[src/rtl/txt_pkg.sv]
`default_nettype none
// ============================================================================
// Module      : txt_pkg
// Description : Shared definitions for the text write controller: screen
//               geometry defaults, ASCII control codes, controller state enum
//               and cursor operation codes.
// Revision    : 1.0 - initial release
// ============================================================================
package txt_pkg;

  localparam int TXT_COLS = 32;
  localparam int TXT_ROWS = 4;

  localparam logic [7:0] ASCII_BS    = 8'h08;
  localparam logic [7:0] ASCII_LF    = 8'h0A;
  localparam logic [7:0] ASCII_FF    = 8'h0C;
  localparam logic [7:0] ASCII_CR    = 8'h0D;
  localparam logic [7:0] ASCII_BLANK = 8'h20;
  localparam logic [7:0] PRINT_LO    = 8'h20;
  localparam logic [7:0] PRINT_HI    = 8'h7E;

  typedef enum logic [1:0] {
    IDLE   = 2'd0,
    ROWCLR = 2'd1,
    SCRCLR = 2'd2
  } txt_state_e;

  typedef enum logic [2:0] {
    CUR_NOP  = 3'd0,
    CUR_HOME = 3'd1,
    CUR_ADV  = 3'd2,
    CUR_NL   = 3'd3,
    CUR_CR   = 3'd4,
    CUR_BACK = 3'd5
  } cur_op_e;

  function automatic logic is_printable(input logic [7:0] b);
    return (b >= PRINT_LO) && (b <= PRINT_HI);
  endfunction

endpackage
`default_nettype wire

[src/rtl/text_write_ctrl_if.sv]
`default_nettype none
// ============================================================================
// Module      : text_write_ctrl_if
// Description : Bundle between the UART receive stream, the text RAM write
//               port and the write controller.
//   master : controller side (consumes rx_*/clr_req, drives RAM port/status)
//   slave  : environment side (UART receiver, RAM, cursor display)
//   rx_data/rx_valid/clr_req, busy/rx_drop, ram_we/ram_row/ram_col/ram_wdata,
//   cur_row/cur_col
// Revision    : 1.0 - initial release
// ============================================================================
interface text_write_ctrl_if #(
  parameter int COLS = txt_pkg::TXT_COLS,
  parameter int ROWS = txt_pkg::TXT_ROWS
);
  localparam int CW = $clog2(COLS);
  localparam int RW = $clog2(ROWS);

  logic [7:0]    rx_data;
  logic          rx_valid;
  logic          clr_req;
  logic          busy;
  logic          rx_drop;
  logic          ram_we;
  logic [RW-1:0] ram_row;
  logic [CW-1:0] ram_col;
  logic [7:0]    ram_wdata;
  logic [RW-1:0] cur_row;
  logic [CW-1:0] cur_col;

  modport master (
    input  rx_data, rx_valid, clr_req,
    output busy, rx_drop, ram_we, ram_row, ram_col, ram_wdata, cur_row, cur_col
  );

  modport slave (
    output rx_data, rx_valid, clr_req,
    input  busy, rx_drop, ram_we, ram_row, ram_col, ram_wdata, cur_row, cur_col
  );

endinterface
`default_nettype wire

[src/rtl/text_cursor.sv]
`default_nettype none
// ============================================================================
// Module      : text_cursor
// Description : Cursor row/column register with home, advance-with-wrap,
//               newline, carriage-return and back operations.
//   clk, reset (async, active-low), op : operation applied at the next edge
//   row/col  : registered cursor position
//   row_next : row+1 modulo ROWS (target of newline / wrap)
//   wrap     : the requested advance crosses into the next row
// Revision    : 1.0 - initial release
// ============================================================================
module text_cursor
  import txt_pkg::*;
#(
  parameter int COLS = TXT_COLS,
  parameter int ROWS = TXT_ROWS,
  localparam int CW = $clog2(COLS),
  localparam int RW = $clog2(ROWS)
) (
  input  wire logic          clk,
  input  wire logic          reset,
  input  wire cur_op_e       op,
  output logic [RW-1:0]      row,
  output logic [CW-1:0]      col,
  output logic [RW-1:0]      row_next,
  output logic               wrap
);

  localparam logic [CW-1:0] C_COL_MAX = CW'(COLS - 1);

  logic [RW-1:0] r_row, w_row_nxt;
  logic [CW-1:0] r_col, w_col_nxt;
  logic          w_last_col;

  // Row and column wrap through natural width overflow.
  assign row_next   = r_row + 1'b1;
  assign w_last_col = (r_col == C_COL_MAX);
  assign wrap       = (op == CUR_ADV) && w_last_col;
  assign row        = r_row;
  assign col        = r_col;

  always_comb begin
    w_row_nxt = r_row;
    w_col_nxt = r_col;
    case (op)
      CUR_HOME: begin
        w_row_nxt = '0;
        w_col_nxt = '0;
      end
      CUR_ADV: begin
        w_col_nxt = r_col + 1'b1;
        if (w_last_col) w_row_nxt = row_next;
      end
      CUR_NL:   w_row_nxt = row_next;
      CUR_CR:   w_col_nxt = '0;
      // No reverse wrap into the previous row.
      CUR_BACK: if (r_col != '0) w_col_nxt = r_col - 1'b1;
      default:  ;
    endcase
  end

  always_ff @(posedge clk or negedge reset) begin
    if (!reset) begin
      r_row <= '0;
      r_col <= '0;
    end else begin
      r_row <= w_row_nxt;
      r_col <= w_col_nxt;
    end
  end

endmodule
`default_nettype wire

[src/rtl/text_write_ctrl.sv]
`default_nettype none
// ============================================================================
// Module      : text_write_ctrl
// Description : Turns the UART byte stream into writes on the text RAM write
//               port. Printables are written at the cursor; CR/LF/FF are
//               interpreted; row and screen clears run one cell per cycle.
//               Optional macro TXT_BACKSPACE_EN enables BS handling (step
//               back and blank the cell); otherwise BS is ignored.
//   clk, reset (async, active-low)
//   bus : text_write_ctrl_if.master (rx stream in, RAM port + status out)
// Revision    : 1.0 - initial release
// ============================================================================
module text_write_ctrl
  import txt_pkg::*;
#(
  parameter int         COLS  = TXT_COLS,
  parameter int         ROWS  = TXT_ROWS,
  parameter logic [7:0] BLANK = ASCII_BLANK
) (
  input  wire logic          clk,
  input  wire logic          reset,
  text_write_ctrl_if.master  bus
);

  localparam int CW = $clog2(COLS);
  localparam int RW = $clog2(ROWS);
  localparam int NW = CW + RW + 1;
  localparam logic [NW-1:0] C_ROW_END = NW'(COLS);
  localparam logic [NW-1:0] C_SCR_END = NW'(ROWS * COLS);

  txt_state_e    r_state, w_state_nxt;
  logic [NW-1:0] r_cnt, w_cnt_nxt;
  logic [RW-1:0] r_clr_row, w_clr_row_nxt;
  logic          r_busy, w_busy_nxt;
  logic          r_drop, w_drop_nxt;
  logic          r_we, w_we_nxt;
  logic [RW-1:0] r_ram_row, w_ram_row_nxt;
  logic [CW-1:0] r_ram_col, w_ram_col_nxt;
  logic [7:0]    r_wdata, w_wdata_nxt;

  cur_op_e       w_cur_op;
  logic [RW-1:0] w_cur_row, w_row_inc;
  logic [CW-1:0] w_cur_col;
  logic          w_wrap;

  text_cursor #(.COLS(COLS), .ROWS(ROWS)) u_cursor (
    .clk      (clk),
    .reset    (reset),
    .op       (w_cur_op),
    .row      (w_cur_row),
    .col      (w_cur_col),
    .row_next (w_row_inc),
    .wrap     (w_wrap)
  );

  // r_cnt is the index of the next clear cell. A clear that starts from
  // IDLE issues its first write at the accepting edge, so r_cnt starts at 1;
  // a clear following a wrapping character starts at 0 because that edge
  // carries the character write.
  always_comb begin
    w_state_nxt   = r_state;
    w_cnt_nxt     = r_cnt;
    w_clr_row_nxt = r_clr_row;
    w_drop_nxt    = 1'b0;
    w_we_nxt      = 1'b0;
    w_ram_row_nxt = r_ram_row;
    w_ram_col_nxt = r_ram_col;
    w_wdata_nxt   = r_wdata;
    w_cur_op      = CUR_NOP;

    case (r_state)
      IDLE: begin
        if (bus.clr_req || (bus.rx_valid && bus.rx_data == ASCII_FF)) begin
          w_drop_nxt    = bus.clr_req && bus.rx_valid;
          w_cur_op      = CUR_HOME;
          w_state_nxt   = SCRCLR;
          w_we_nxt      = 1'b1;
          w_ram_row_nxt = '0;
          w_ram_col_nxt = '0;
          w_wdata_nxt   = BLANK;
          w_cnt_nxt     = NW'(1);
        end else if (bus.rx_valid) begin
          if (is_printable(bus.rx_data)) begin
            w_cur_op      = CUR_ADV;
            w_we_nxt      = 1'b1;
            w_ram_row_nxt = w_cur_row;
            w_ram_col_nxt = w_cur_col;
            w_wdata_nxt   = bus.rx_data;
            if (w_wrap) begin
              w_state_nxt   = ROWCLR;
              w_clr_row_nxt = w_row_inc;
              w_cnt_nxt     = '0;
            end
          end else if (bus.rx_data == ASCII_CR) begin
            w_cur_op = CUR_CR;
          end else if (bus.rx_data == ASCII_LF) begin
            w_cur_op      = CUR_NL;
            w_state_nxt   = ROWCLR;
            w_clr_row_nxt = w_row_inc;
            w_we_nxt      = 1'b1;
            w_ram_row_nxt = w_row_inc;
            w_ram_col_nxt = '0;
            w_wdata_nxt   = BLANK;
            w_cnt_nxt     = NW'(1);
          end
`ifdef TXT_BACKSPACE_EN
          else if (bus.rx_data == ASCII_BS && w_cur_col != '0) begin
            w_cur_op      = CUR_BACK;
            w_we_nxt      = 1'b1;
            w_ram_row_nxt = w_cur_row;
            w_ram_col_nxt = w_cur_col - 1'b1;
            w_wdata_nxt   = BLANK;
          end
`endif
        end
      end

      ROWCLR: begin
        w_drop_nxt = bus.rx_valid;
        if (bus.clr_req) begin
          // Abandon the row clear and restart as a full screen clear.
          w_cur_op      = CUR_HOME;
          w_state_nxt   = SCRCLR;
          w_we_nxt      = 1'b1;
          w_ram_row_nxt = '0;
          w_ram_col_nxt = '0;
          w_wdata_nxt   = BLANK;
          w_cnt_nxt     = NW'(1);
        end else if (r_cnt == C_ROW_END) begin
          w_state_nxt = IDLE;
        end else begin
          w_we_nxt      = 1'b1;
          w_ram_row_nxt = r_clr_row;
          w_ram_col_nxt = r_cnt[CW-1:0];
          w_wdata_nxt   = BLANK;
          w_cnt_nxt     = r_cnt + 1'b1;
        end
      end

      SCRCLR: begin
        w_drop_nxt = bus.rx_valid;
        if (r_cnt == C_SCR_END) begin
          w_state_nxt = IDLE;
        end else begin
          w_we_nxt      = 1'b1;
          w_ram_row_nxt = r_cnt[CW +: RW];
          w_ram_col_nxt = r_cnt[CW-1:0];
          w_wdata_nxt   = BLANK;
          w_cnt_nxt     = r_cnt + 1'b1;
        end
      end

      default: w_state_nxt = IDLE;
    endcase

    w_busy_nxt = (w_state_nxt != IDLE);
  end

  always_ff @(posedge clk or negedge reset) begin
    if (!reset) begin
      r_state   <= IDLE;
      r_cnt     <= '0;
      r_clr_row <= '0;
      r_busy    <= 1'b0;
      r_drop    <= 1'b0;
      r_we      <= 1'b0;
      r_ram_row <= '0;
      r_ram_col <= '0;
      r_wdata   <= '0;
    end else begin
      r_state   <= w_state_nxt;
      r_cnt     <= w_cnt_nxt;
      r_clr_row <= w_clr_row_nxt;
      r_busy    <= w_busy_nxt;
      r_drop    <= w_drop_nxt;
      r_we      <= w_we_nxt;
      r_ram_row <= w_ram_row_nxt;
      r_ram_col <= w_ram_col_nxt;
      r_wdata   <= w_wdata_nxt;
    end
  end

  assign bus.busy      = r_busy;
  assign bus.rx_drop   = r_drop;
  assign bus.ram_we    = r_we;
  assign bus.ram_row   = r_ram_row;
  assign bus.ram_col   = r_ram_col;
  assign bus.ram_wdata = r_wdata;
  assign bus.cur_row   = w_cur_row;
  assign bus.cur_col   = w_cur_col;

endmodule
`default_nettype wire

[src/flat_wrapper.sv]
// flat-port wrapper written by rule: the top's interface ports become plain ports
module text_write_ctrl_flat import txt_pkg::*;
#(
  parameter int         COLS  = TXT_COLS,
  parameter int         ROWS  = TXT_ROWS,
  parameter logic [7:0] BLANK = ASCII_BLANK
)
  (clk, reset, bus_rx_data, bus_rx_valid, bus_clr_req, bus_busy, bus_rx_drop, bus_ram_we, bus_ram_row, bus_ram_col, bus_ram_wdata, bus_cur_row, bus_cur_col);
  text_write_ctrl_if #(.COLS(COLS), .ROWS(ROWS)) bus_i ();
  input  wire logic clk;
  input  wire logic reset;
  input wire logic [$bits(bus_i.rx_data)-1:0] bus_rx_data;
  input wire logic [$bits(bus_i.rx_valid)-1:0] bus_rx_valid;
  input wire logic [$bits(bus_i.clr_req)-1:0] bus_clr_req;
  output wire logic [$bits(bus_i.busy)-1:0] bus_busy;
  output wire logic [$bits(bus_i.rx_drop)-1:0] bus_rx_drop;
  output wire logic [$bits(bus_i.ram_we)-1:0] bus_ram_we;
  output wire logic [$bits(bus_i.ram_row)-1:0] bus_ram_row;
  output wire logic [$bits(bus_i.ram_col)-1:0] bus_ram_col;
  output wire logic [$bits(bus_i.ram_wdata)-1:0] bus_ram_wdata;
  output wire logic [$bits(bus_i.cur_row)-1:0] bus_cur_row;
  output wire logic [$bits(bus_i.cur_col)-1:0] bus_cur_col;
  assign bus_i.rx_data = bus_rx_data;
  assign bus_i.rx_valid = bus_rx_valid;
  assign bus_i.clr_req = bus_clr_req;
  assign bus_busy = bus_i.busy;
  assign bus_rx_drop = bus_i.rx_drop;
  assign bus_ram_we = bus_i.ram_we;
  assign bus_ram_row = bus_i.ram_row;
  assign bus_ram_col = bus_i.ram_col;
  assign bus_ram_wdata = bus_i.ram_wdata;
  assign bus_cur_row = bus_i.cur_row;
  assign bus_cur_col = bus_i.cur_col;
  text_write_ctrl #(.COLS(COLS), .ROWS(ROWS), .BLANK(BLANK)) u_core (.clk(clk), .reset(reset), .bus(bus_i));
endmodule
[config.mk]
export PLATFORM = sky130hd
export DESIGN_NAME = text_write_ctrl_flat
export DESIGN_NICKNAME = d
export VERILOG_FILES = /design/src/rtl/txt_pkg.sv /design/src/rtl/text_write_ctrl_if.sv /design/src/rtl/text_cursor.sv /design/src/rtl/text_write_ctrl.sv /design/src/flat_wrapper.sv
export SDC_FILE = /design/constraint.sdc
export NUM_CORES = 1
export LEC_CHECK = 0
export BUFFER_PORTS_ARGS = -buffer_cell sky130_fd_sc_hd__buf_2
export CAP_MARGIN = 20
export CORE_UTILIZATION = 60
export DETAILED_ROUTE_END_ITERATION = 10
export PLACE_DENSITY_LB_ADDON = 0.2
export SETUP_SLACK_MARGIN = 0.2
export SYNTH_ARGS = -nofsm -noshare
export SYNTH_HDL_FRONTEND = slang
export SYNTH_SLANG_ARGS = --single-unit
[constraint.sdc]
create_clock -name clk -period 5.8 [get_ports clk]
set_input_delay 1.16 -clock clk [delete_from_list [all_inputs] [get_ports clk]]
set_output_delay 1.16 -clock clk [all_outputs]
set_load 0.02 [all_outputs]
==> results by group, run 1 <==
Status
  – Status: complete, no violations

Critical path
  – R2R setup slack: 3.13 ns
  – Crit end category: flip-flop
  – CP Depth: 7
  – RR Endpoint: u_core.r_cnt[7]$_DFFE_PN0P_
  – Nature of the critical path startpoint: input port
  – Slowest cell on the critical path: a2111oi_1
  – CP Buf/Inv Count: 2
  – Critical Path Max Stage Delay: 0.76 ns
  – Crit path to: u_core.r_cnt[7]$_DFFE_PN0P_
  – Cells on worst reg2reg path: 8
  – Critical path origin: bus_rx_data[0]
  – Crit path arrival time: 3.55 ns
  – Crit path cell chain: buf_2 > and4_1 > a2111oi_1 > o311ai_4 > buf_4 > or3_1 > o41ai_2
  – CP required: 6.00 ns
  – Top delay family on crit path: compound AO/OA/AOI/OAI gates
  – Worst setup path class: input port to flip-flop
  – R2r startpoint: u_core.r_state[0]$_DFF_PN0_
  – Crit-path max FO: 39

Timing
  – Slew Limit Fails: 0
  – Min Tclk post-route: 3.35 ns
  – Fin Hold WS: 0.479 ns
  – # setup viols final: 0
  – RSZ-0062 raised after global routing: false
  – Clk_skew: 0.00543 ns
  – Fin crit share: 57.8%
  – Slew @ Worst Pin: 0.811 ns
  – Worst slew margin: 45.9%
  – Setup TNS: 0 ns
  – Final Hold Fails: 0
  – Fmax: 298 MHz

Power
  – Pwr/cell area: 384 nW/um^2
  – Sw Share: 38.5%
  – P_int: 625 uW
  – Clk network pwr share: 26.2%
  – Total Power: 1.02 mW
  – Net Switching: 391 uW
  – Peak VDD IR: 0.242 mV
  – Flop pwr share: 35.1%
  – Combinational Power Share: 38.6%
  – Leak: 1.26 nW

Detailed routing
  – Iter 0 DRT Violations: 211
  – Drt drc: 0
  – DR vias/cell: 6.15
  – DR pass1 iterations: 4
  – Routed WL per cell: 15.5 um
  – Drt total wl: 5.17 mm
  – Vias: 2,047
  – Final ANT Viol Nets: 0

Global routing
  – First-pass GRT wire length: 8.74 mm
  – Vias in the first global route: 1,884
  – GRT Overall Usage: 27.8%
  – Grt total ovfl: 0
  – Pin count of the biggest net entering global routing: 40
  – Initial antenna violation count: 0

Yosys
  – Ys flop type: dfrtp_1
  – Synth area leader: dfrtp_1
  – Syn Area/Cell: 9.20 um^2
  – Xor/xnor share of the synthesized area: 1.15%
  – Synth top area share: 40.4%
  – Post-Synthesis Cells: 249
  – Synth Cell Area: 2290 um^2
  – Synth warn: 0
  – Post-synthesis compound-gate area fraction: 26.6%
  – Sequential fraction of the synthesis area: 40.4%
  – Largest family of logic cells by synthesized area: compound AO/OA/AOI/OAI gates
  – Multiplexer share of the synthesized area: 1.91%
  – Post-synthesis simple-gate area fraction: 18.6%
  – Post-synth EDFFs: 0
  – Synth cell types: 57
  – Yosys reg bits: 37
  – Async S/R FF share, synth: 100%
  – Most area-consuming cells after synthesis: dfrtp_1 40%, ha_1 5.5%, o21ai_0 4.6%, o31ai_1 4.3%, nand2_1 3.9%
  – Synth Area in Adders: 6.34%

Min path
  – Min-delay worst type: flip-flop to flip-flop
  – HP Start: u_core.bus.ram_wdata[3]$_DFFE_PN0P_

Final layout
  – Area delta synth->final: 15.6%
  – Final instance area: 2650 um^2
  – Final nets: 307
  – N_diodes: 0
  – Ratio of cells with drive above 1 in the final layout: 19.6%
  – Layout Cells excl Fill: 333

Clocking
  – Cts bufs inserted: 5
  – Clock sink count: 37
  – Skew-Pair Late Insertion Delay: 0.29 ns
  – Setup bufs post-CTS: 0
  – Cts repair resizes: 0
  – Clock root cell: clkbuf_8
  – Hold-fix buffers, CTS: 0
  – H-tree levels: 2
  – CTS tree: yes
  – CTS Buffer Depth: 2
  – Clk pin slew, worst setup/hold paths: 0.08 ns

Floorplan
  – Die Y-Extent: 63.8 um
  – # IOs: 37
  – Die Width: 63.8 um
  – Core Area: 3660 um^2
  – DIE AREA: 4070 um^2
  – Site Rows: 22
  – Initial Util: 62.5%

Placed design
  – I/O Buffers: 36
  – Area after DPL: 2510 um^2
  – Gpl congestion: 0.845
  – DPL Wire Length: 3.66 mm
  – Placed cells: 324

Run
  – Max Cap Viol: 0
-- worst min-delay path: stages, from the launching register on --
cell	delay, ns
dfrtp_1	0.34
nand2_1	0.04
o21ai_0	0.06
-- area by class of cell --
cell class              instances  area, um^2
flip-flops and latches         37         926
clock inverters                 3        65.1
inverters                      14        52.6
multi-input cells             187        1280
well taps                      48        60.1
fillers                       289        1010
repair buffers                 39         198
clock buffers                   5        68.8
-- worst min-delay path by stage --
stage	slack [ns]	to	depth (start not counted)
after detailed placement	0.47	u_core.bus.ram_wdata[2]$_DFFE_PN0P_	2
final	0.48	u_core.bus.ram_wdata[3]$_DFFE_PN0P_	2
after CTS	0.49	u_core.bus.ram_wdata[6]$_DFFE_PN0P_	2
after global routing	0.50	u_core.bus.ram_wdata[6]$_DFFE_PN0P_	2
after floorplan	0.48	u_core.r_clr_row[1]$_DFFE_PN0P_	1
after global placement	0.46	u_core.bus.ram_wdata[3]$_DFFE_PN0P_	2
-- cell usage in the layout, fill, tap and decap left out, types with 3 or more instances in the layout --
cell type,count
a211oi_1,3
a21boi_0,3
a21oi_1,9
a22o_1,5
a22oi_1,6
a31oi_1,3
and2_1,4
and3_1,4
buf_2,37
clkbuf_8,5
conb_1,4
dfrtp_1,37
ha_1,10
inv_1,14
mux2_2,3
nand2_1,24
nand2b_1,4
nand3_1,6
nor2_1,10
nor2b_1,5
nor3_1,5
o21a_1,3
o21ai_0,21
o21ai_1,3
o31ai_1,13
-- power by group through the flow --
stage          combinational, mW  clock, mW  sequential, mW
6_report                   0.392      0.266           0.357
5_1_grt                    0.433      0.280           0.365
4_1_cts                    0.392      0.271           0.357
3_5_place_dp               0.386          0           0.362
3_3_place_gp               0.380          0           0.361
2_1_floorplan              0.239          0           0.398
-- sequential cells by signal (all words and copies together) (netlist names) --
signal and cells:
u_core.r_cnt 8, u_core.bus.rx_drop 1, u_core.u_cursor.col 5, u_core.bus.ram_wdata 8, u_core.bus.ram_row 2, u_core.bus.ram_we 1, u_core.r_clr_row 2, u_core.r_state 2
u_core.bus.ram_col 5, u_core.bus.busy 1, u_core.u_cursor.row 2
-- Yosys cell counts, drive strengths merged (2+ instances only) --
library cell,number
dfrtp,37
conb,2
a22oi,6
ha,10
a211o,2
o31ai,14
nor3,6
a2111oi,2
a211oi,3
nor2,10
nand3,6
mux2,3
buf,4
o21a,3
a21oi,9
and3,4
a21boi,3
nor4bb,2
a31oi,3
nor2b,5
nand2,24
nand4b,2
a22o,5
o211ai,2
nand2b,4
or2,3
nor4,2
inv,14
o21ai,24
a21o,2
xnor2,2
and2,4
clkbuf,9
-- cells by family (layout without fill, tap and decap cells) --
group,Yosys count,after routing
AND/OR/NAND/NOR,79,79
flip-flops,37,37
adder cells (fa/ha/maj),11,11
AO/OA/AOI/OAI,86,86
XOR/XNOR,3,3
buffers and inverters,27,61
other,2,4
multiplexers,4,4
-- metrics by stage --
stage | setup WS (ns) | utilization, %
floorplan | 2.72 | -
global placement | 2.25 | 68.4
detailed placement | 2.16 | 68.5
CTS | 2.46 | 72.1
global route | 2.30 | 72.3
finish | 2.45 | 72.3
-- routing by layer --
layer | share of wire (%) | GRT usage, % | vias to the layer above
li1 | - | - | 982
met4 | 1.8 | 10.8 | 0
met1 | 47 | 39.3 | 967
met3 | 6.0 | 6.43 | 12
met2 | 45 | 41.2 | 86
met5 | 0 | 0 | -
Power figures use the tool's default switching activity.
==> run 2, diff against run 1 <==
CORE_UTILIZATION = 56   (was 60)
clock period = 3.3 ns   (was 5.8 ns; I/O delays follow)
==> run 2 against run 1 <==
Compared with the run above: global-route usage is 1.2 points lower; largest cell class unchanged; clock skew is 0.0016 ns lower; worst setup slack worse by 1.8 ns; sequential share of layout area increased by 0.47 points; sequential cell count did not move; via count fell by 2.7%; power grew 61%.
==> results by group, run 2 (same netlist as run 1, synthesis figures left out) <==
Status
  – Status: complete, no violations

Critical path
  – Top delay family on crit path: compound AO/OA/AOI/OAI gates
  – Crit path cell chain: buf_2 > and4_1 > a2111oi_1 > o311ai_4 > or3_1 > o41ai_2
  – Crit path arrival time: 2.80 ns (-0.75 ns)
  – CP Buf/Inv Count: 1 (-1)
  – Worst setup path class: input port to flip-flop
  – Slowest cell on the critical path: a2111oi_1
  – Cells on worst reg2reg path: 7 (-1)
  – Crit end category: flip-flop
  – CP required: 3.49 ns (-2.51 ns)
  – Nature of the critical path startpoint: input port
  – Critical Path Max Stage Delay: 0.73 ns (-0.03 ns)
  – Crit-path max FO: 6 (-85%)
  – CP Depth: 6 (-1)

Timing
  – RSZ-0062 raised after global routing: false
  – Slew Limit Fails: 0 (unchanged)
  – Final Hold Fails: 0 (unchanged)
  – Clk_skew: 0.00381 ns (-0.00161 ns)
  – PnR worst setup slack: 0.692 ns (-1.75 ns)
  – Worst slew margin: 33.6% (-12 points)
  – # setup viols final: 0 (unchanged)
  – Fin Hold WS: 0.448 ns (-0.0310 ns)
  – Setup TNS: 0 ns (unchanged)
  – Fin crit share: 79.0%
  – Min Tclk post-route: 2.61 ns
  – Fmax: 383 MHz
  – Slew @ Worst Pin: 0.988 ns (+0.177 ns)

Detailed routing
  – Routed WL per cell: 15.3 um (-1.4%)
  – Iter 0 DRT Violations: 171 (-19%)
  – Drt drc: 0 (unchanged)
  – DR pass1 iterations: 5 (+1)
  – Drt total wl: 5.11 mm (-1.1%)
  – Vias: 1,991 (-2.7%)
  – Final ANT Viol Nets: 0 (unchanged)
  – DR vias/cell: 5.96 (-3.0%)

Power
  – Clk network pwr share: 19.3% (-6.9 points)
  – Pwr/cell area: 626 nW/um^2 (+63%)
  – Flop pwr share: 38.4% (+3.3 points)
  – Leak: 1.24 nW (-1.5%)
  – Combinational Power Share: 42.3% (+3.7 points)
  – Peak VDD IR: 0.351 mV (+45%)
  – P_int: 945 uW (+51%)
  – Net Switching: 689 uW (+76%)
  – Sw Share: 42.2% (+3.7 points)

Final layout
  – Commonest cells after routing, fill and taps aside: 37 x dfrtp_1, 36 x buf_2, 24 x nand2_1, 21 x o21ai_0, 14 x inv_1
  – Ratio of cells with drive above 1 in the final layout: 19.9% (+0.28 points)
  – Area delta synth->final: 14.0%
  – Most common cell after layout, fill and taps aside: dfrtp_1
  – N_diodes: 0 (unchanged)
  – Fillers: 319 (+10%)
  – Final instance area: 2610 um^2 (-1.3%)
  – Final nets: 308 (+0.33%)
  – Layout Cells excl Fill: 334 (+0.30%)

Clocking
  – CTS Buffer Depth: 2 (unchanged)
  – Clk pin slew, worst setup/hold paths: 0.07 ns (about the same)
  – Hold-fix buffers, CTS: 0 (unchanged)
  – Clock root cell: clkbuf_8
  – Cts repair resizes: 0 (unchanged)
  – Skew-Pair Late Insertion Delay: 0.29 ns (about the same)
  – H-tree levels: 2 (unchanged)
  – Setup bufs post-CTS: 0 (unchanged)
  – CTS tree: yes
  – Clock sink count: 37 (unchanged)
  – Cts bufs inserted: 5 (unchanged)

Floorplan
  – Die Width: 65.9 um (+3.4%)
  – DIE AREA: 4350 um^2 (+6.9%)
  – Site Rows: 22 (unchanged)
  – Core Area: 3800 um^2 (+3.8%)
  – Initial Util: 60.3% (-2.3 points)
  – # IOs: 37 (unchanged)
  – Die Y-Extent: 65.9 um (+3.4%)

Placed design
  – Gpl congestion: 0.871 (+3.1%)
  – Area after DPL: 2520 um^2 (+0.70%)
  – Pre-CTS setup slack: 0.409 ns (-1.75 ns)
  – I/O Buffers: 36 (unchanged)
  – DPL Wire Length: 3.75 mm (+2.4%)
  – Placed cells: 326 (+0.62%)

Global routing
  – Grt total ovfl: 0 (unchanged)
  – Initial antenna violation count: 0 (unchanged)
  – Pin count of the biggest net entering global routing: 39 (-2.5%)
  – Vias in the first global route: 1,837 (-2.5%)
  – First-pass GRT wire length: 8.78 mm (+0.55%)
  – GRT Overall Usage: 26.6% (-1.2 points)

Min path
  – Min-delay worst type: input port to async pin

Run
  – Max Cap Viol: 0 (unchanged)
## run 2: cell types whose count changed in the layout (fill, tap and decap cells not counted)
cell / delta
buf_2: -1
buf_4: +3
bufinv_16: -2
clkbuf_2: -1
clkinv_2: +1
clkinvlp_4: +1
## run 2: layout make-up
type	instances	area, um^2	area share (%)
inverter	14	52.6	2.01
clock buffer	5	68.8	2.64
timing repair buffer	40	210	8.05
multi-input combinational	187	1280	48.9
tap	48	60.1	2.30
sequential	37	926	35.5
clock inverter	3	17.5	0.671
## run 2: final timing paths
check,start,end,slack (ns)
worst max register to register,u_core.r_state[1]$_DFF_PN0_,u_core.r_cnt[7]$_DFFE_PN0P_,0.79
worst min register to register,u_core.bus.ram_wdata[2]$_DFFE_PN0P_,u_core.bus.ram_wdata[2]$_DFFE_PN0P_,0.48
max in group asynchronous,reset,u_core.bus.ram_row[1]$_DFFE_PN0P_,2.34
min in group clk,u_core.bus.ram_wdata[2]$_DFFE_PN0P_,u_core.bus.ram_wdata[2]$_DFFE_PN0P_,0.48
worst min-delay path,reset,u_core.bus.ram_col[2]$_DFFE_PN0P_,0.45
worst max-delay path,bus_rx_data[0],u_core.r_cnt[7]$_DFFE_PN0P_,0.69
## run 2: layer usage
layer	GRT usage [%]	up-vias	wire, um
met5	0	-	0
met4	6.38	0	51
met2	41.8	82	2300
met3	4.14	6	328
li1	-	978	-
met1	38.3	925	2440
## run 2: per-stage QoR
step	util [%]	power [mW]
2_1_floorplan	-	1.12
3_3_place_gp	66.5	1.31
3_5_place_dp	66.5	1.32
4_1_cts	68.7	1.64
5_1_grt	68.7	1.76
6_report	68.7	1.63
## run 2: power by group through the flow
stage	registers [mW]	clock network [mW]	logic, mW
6_report	0.628	0.315	0.691
2_1_floorplan	0.699	0	0.420
5_1_grt	0.644	0.342	0.776
3_5_place_dp	0.636	0	0.686
4_1_cts	0.627	0.321	0.690
3_3_place_gp	0.633	0	0.677
==> run 3, diff against run 2 <==
CORE_UTILIZATION = 51   (was 56)
clock period = 2.3 ns   (was 3.3 ns; I/O delays follow)
==> run 3 against run 2 <==
Compared with the run above: critical path depth is the same; combinational power grew 78%; via count grew 9.3%; die area grew 9.5%; sequential cell count is the same; design area grew 12%; critical path type unchanged; sequential share of layout area shrank 3.7 points.
==> results by group, run 3 (same netlist as run 1, synthesis figures left out) <==
Clocking
  – Cts bufs inserted: 5 (unchanged)
  – Clk pin slew, worst setup/hold paths: 0.07 ns (about the same)
  – H-tree levels: 2 (unchanged)
  – Clock root cell: clkbuf_8
  – Hold-fix buffers, CTS: 0 (unchanged)
  – CTS tree: yes
  – Clock sink count: 37 (unchanged)
  – Skew-Pair Late Insertion Delay: 0.30 ns (about the same)
  – CTS Buffer Depth: 2 (unchanged)

Timing
  – # setup viols final: 0 (unchanged)
  – Worst slew margin: 47.6% (+14 points)
  – Fin crit share: 92.2%
  – Setup TNS: 0 ns (unchanged)
  – RSZ-0062 raised after global routing: true
  – Final Hold Fails: 0 (unchanged)
  – Fmax: 472 MHz
  – PnR worst setup slack: 0.180 ns (-0.512 ns)
  – Clk_skew: 0.00382 ns (+0.00000930 ns)
  – Min Tclk post-route: 2.12 ns
  – Slew Limit Fails: 0 (unchanged)
  – Slew @ Worst Pin: 0.785 ns (-0.202 ns)
  – Fin Hold WS: 0.240 ns (-0.208 ns)

Floorplan
  – DIE AREA: 4760 um^2 (+9.5%)
  – # IOs: 37 (unchanged)
  – Die Y-Extent: 69.0 um (+4.6%)
  – Core Area: 4320 um^2 (+14%)
  – Initial Util: 53.0% (-7.3 points)
  – Site Rows: 24 (+9.1%)
  – Die Width: 69.0 um (+4.6%)

Global routing
  – Grt total ovfl: 0 (unchanged)
  – Met1 Use GR: 35.9% (-2.4 points)
  – GRT Overall Usage: 26.3% (-0.33 points)
  – Most used routing layer: met2
  – Pin count of the biggest net entering global routing: 38 (-2.6%)
  – First-pass GRT wire length: 9.94 mm (+13%)
  – Met3 Use GR: 4.39% (+0.25 points)
  – Initial antenna violation count: 0 (unchanged)
  – Met2 Usage GRT: 42.2% (+0.34 points)
  – Vias in the first global route: 2,000 (+8.9%)

Final layout
  – Ratio of cells with drive above 1 in the final layout: 29.7% (+9.7 points)
  – N_diodes: 0 (unchanged)
  – Area delta synth->final: 27.4%
  – Final instance area: 2920 um^2 (+12%)
  – Register area: 926 um^2 (unchanged)
  – Final nets: 332 (+7.8%)
  – Fillers: 367 (+15%)
  – Footprint of the multi-input gates: 1340 um^2 (+5.3%)
  – Commonest cells after routing, fill and taps aside: 37 x buf_2, 37 x dfrtp_1, 25 x buf_4, 24 x nand2_1, 20 x o21ai_0

Power
  – Peak VDD IR: 0.524 mV (+49%)
  – Total Power: 2.78 mW (+70%)
  – Pwr/cell area: 954 nW/um^2 (+53%)
  – Leak: 1.40 nW (+13%)

Critical path
  – Crit end category: flip-flop
  – Nature of the critical path startpoint: input port
  – Worst setup path class: input port to flip-flop
  – Crit path arrival time: 2.33 ns (-0.47 ns)
  – CP required: 2.51 ns (-0.98 ns)
  – Crit-path max FO: 6 (unchanged)

Detailed routing
  – Vias: 2,177 (+9.3%)
  – DR vias/cell: 6.01 (+0.88%)
  – DR pass1 iterations: 4 (-1)
  – Iter 0 DRT Violations: 183 (+7.0%)
  – Final ANT Viol Nets: 0 (unchanged)
  – Routed WL per cell: 16.7 um (+9.1%)
  – Drt drc: 0 (unchanged)
  – Drt total wl: 6.05 mm (+18%)

Placed design
  – DPL Wire Length: 4.22 mm (+13%)
  – Area after DPL: 2670 um^2 (+5.7%)
  – Gpl congestion: 0.914 (+4.9%)
  – I/O Buffers: 36 (unchanged)
  – Pre-CTS setup slack: -0.184 ns (-0.593 ns)

Status
  – Status: complete, no violations

Min path
  – Min-delay worst type: input port to async pin

Run
  – Max Cap Viol: 0 (unchanged)
[run 3: repair_timing]
item,CTS,global route
setup buffers,2,5
setup endpoints to repair,11,12
gates cloned,0,1
resized for setup,7,8
pin swaps,3,5
[run 3: layout make-up]
cell class,count,area share (%)
Clock buffer,5,2.36
Clock inverter,3,2.23
Inverter,14,1.80
Multi-Input combinational cell,187,46.1
Sequential cell,37,31.7
Tap cell,52,2.23
Timing Repair Buffer,64,13.6
[run 3: report_power, final]
part	internal (mW)	switching, mW	leakage (nW)	total (mW)
Sequential	0.775	0.109	0.493	0.884
Combinational	0.514	0.711	0.836	1.23
Clock	0.431	0.243	0.0681	0.674
Total	1.72	1.06	1.40	2.78
[run 3: worst max-delay path: stages]
cell	delay, ns
buf_2	0.12
or4_4	0.60
o31ai_4	0.32
o311ai_4	0.17
or3_4	0.45
o31ai_2	0.21
[run 3: worst paths after layout]
check | startpoint | endpoint | slack [ns] | cells past startpoint
worst max-delay path | bus_rx_data[4] | u_core.r_cnt[4]$_DFFE_PN0P_ | 0.18 | 6
worst min-delay path | reset | u_core.bus.ram_col[4]$_DFFE_PN0P_ | 0.24 | 1
worst max register to register | u_core.r_state[0]$_DFF_PN0_ | u_core.r_cnt[4]$_DFFE_PN0P_ | 0.20 | 7
worst min register to register | u_core.bus.ram_wdata[7]$_DFFE_PN0P_ | u_core.bus.ram_wdata[7]$_DFFE_PN0P_ | 0.48 | 1
max in group asynchronous | reset | u_core.u_cursor.col[2]$_DFFE_PN0P_ | 1.56 | 1
min in group clk | bus_rx_data[3] | u_core.bus.ram_wdata[3]$_DFFE_PN0P_ | 0.44 | 3
[run 3: layer usage]
metal	routed length [um]	vias to the layer above
met1	2760	1040
met5	0	-
li1	-	1029
met4	117	0
met3	347	14
met2	2820	94
[run 3: through the flow]
step	util (%)	instances
after floorplan	-	251
after global placement	61.7	346
after detailed placement	61.7	346
after CTS	65.8	356
after global routing	67.4	362
final	67.4	362
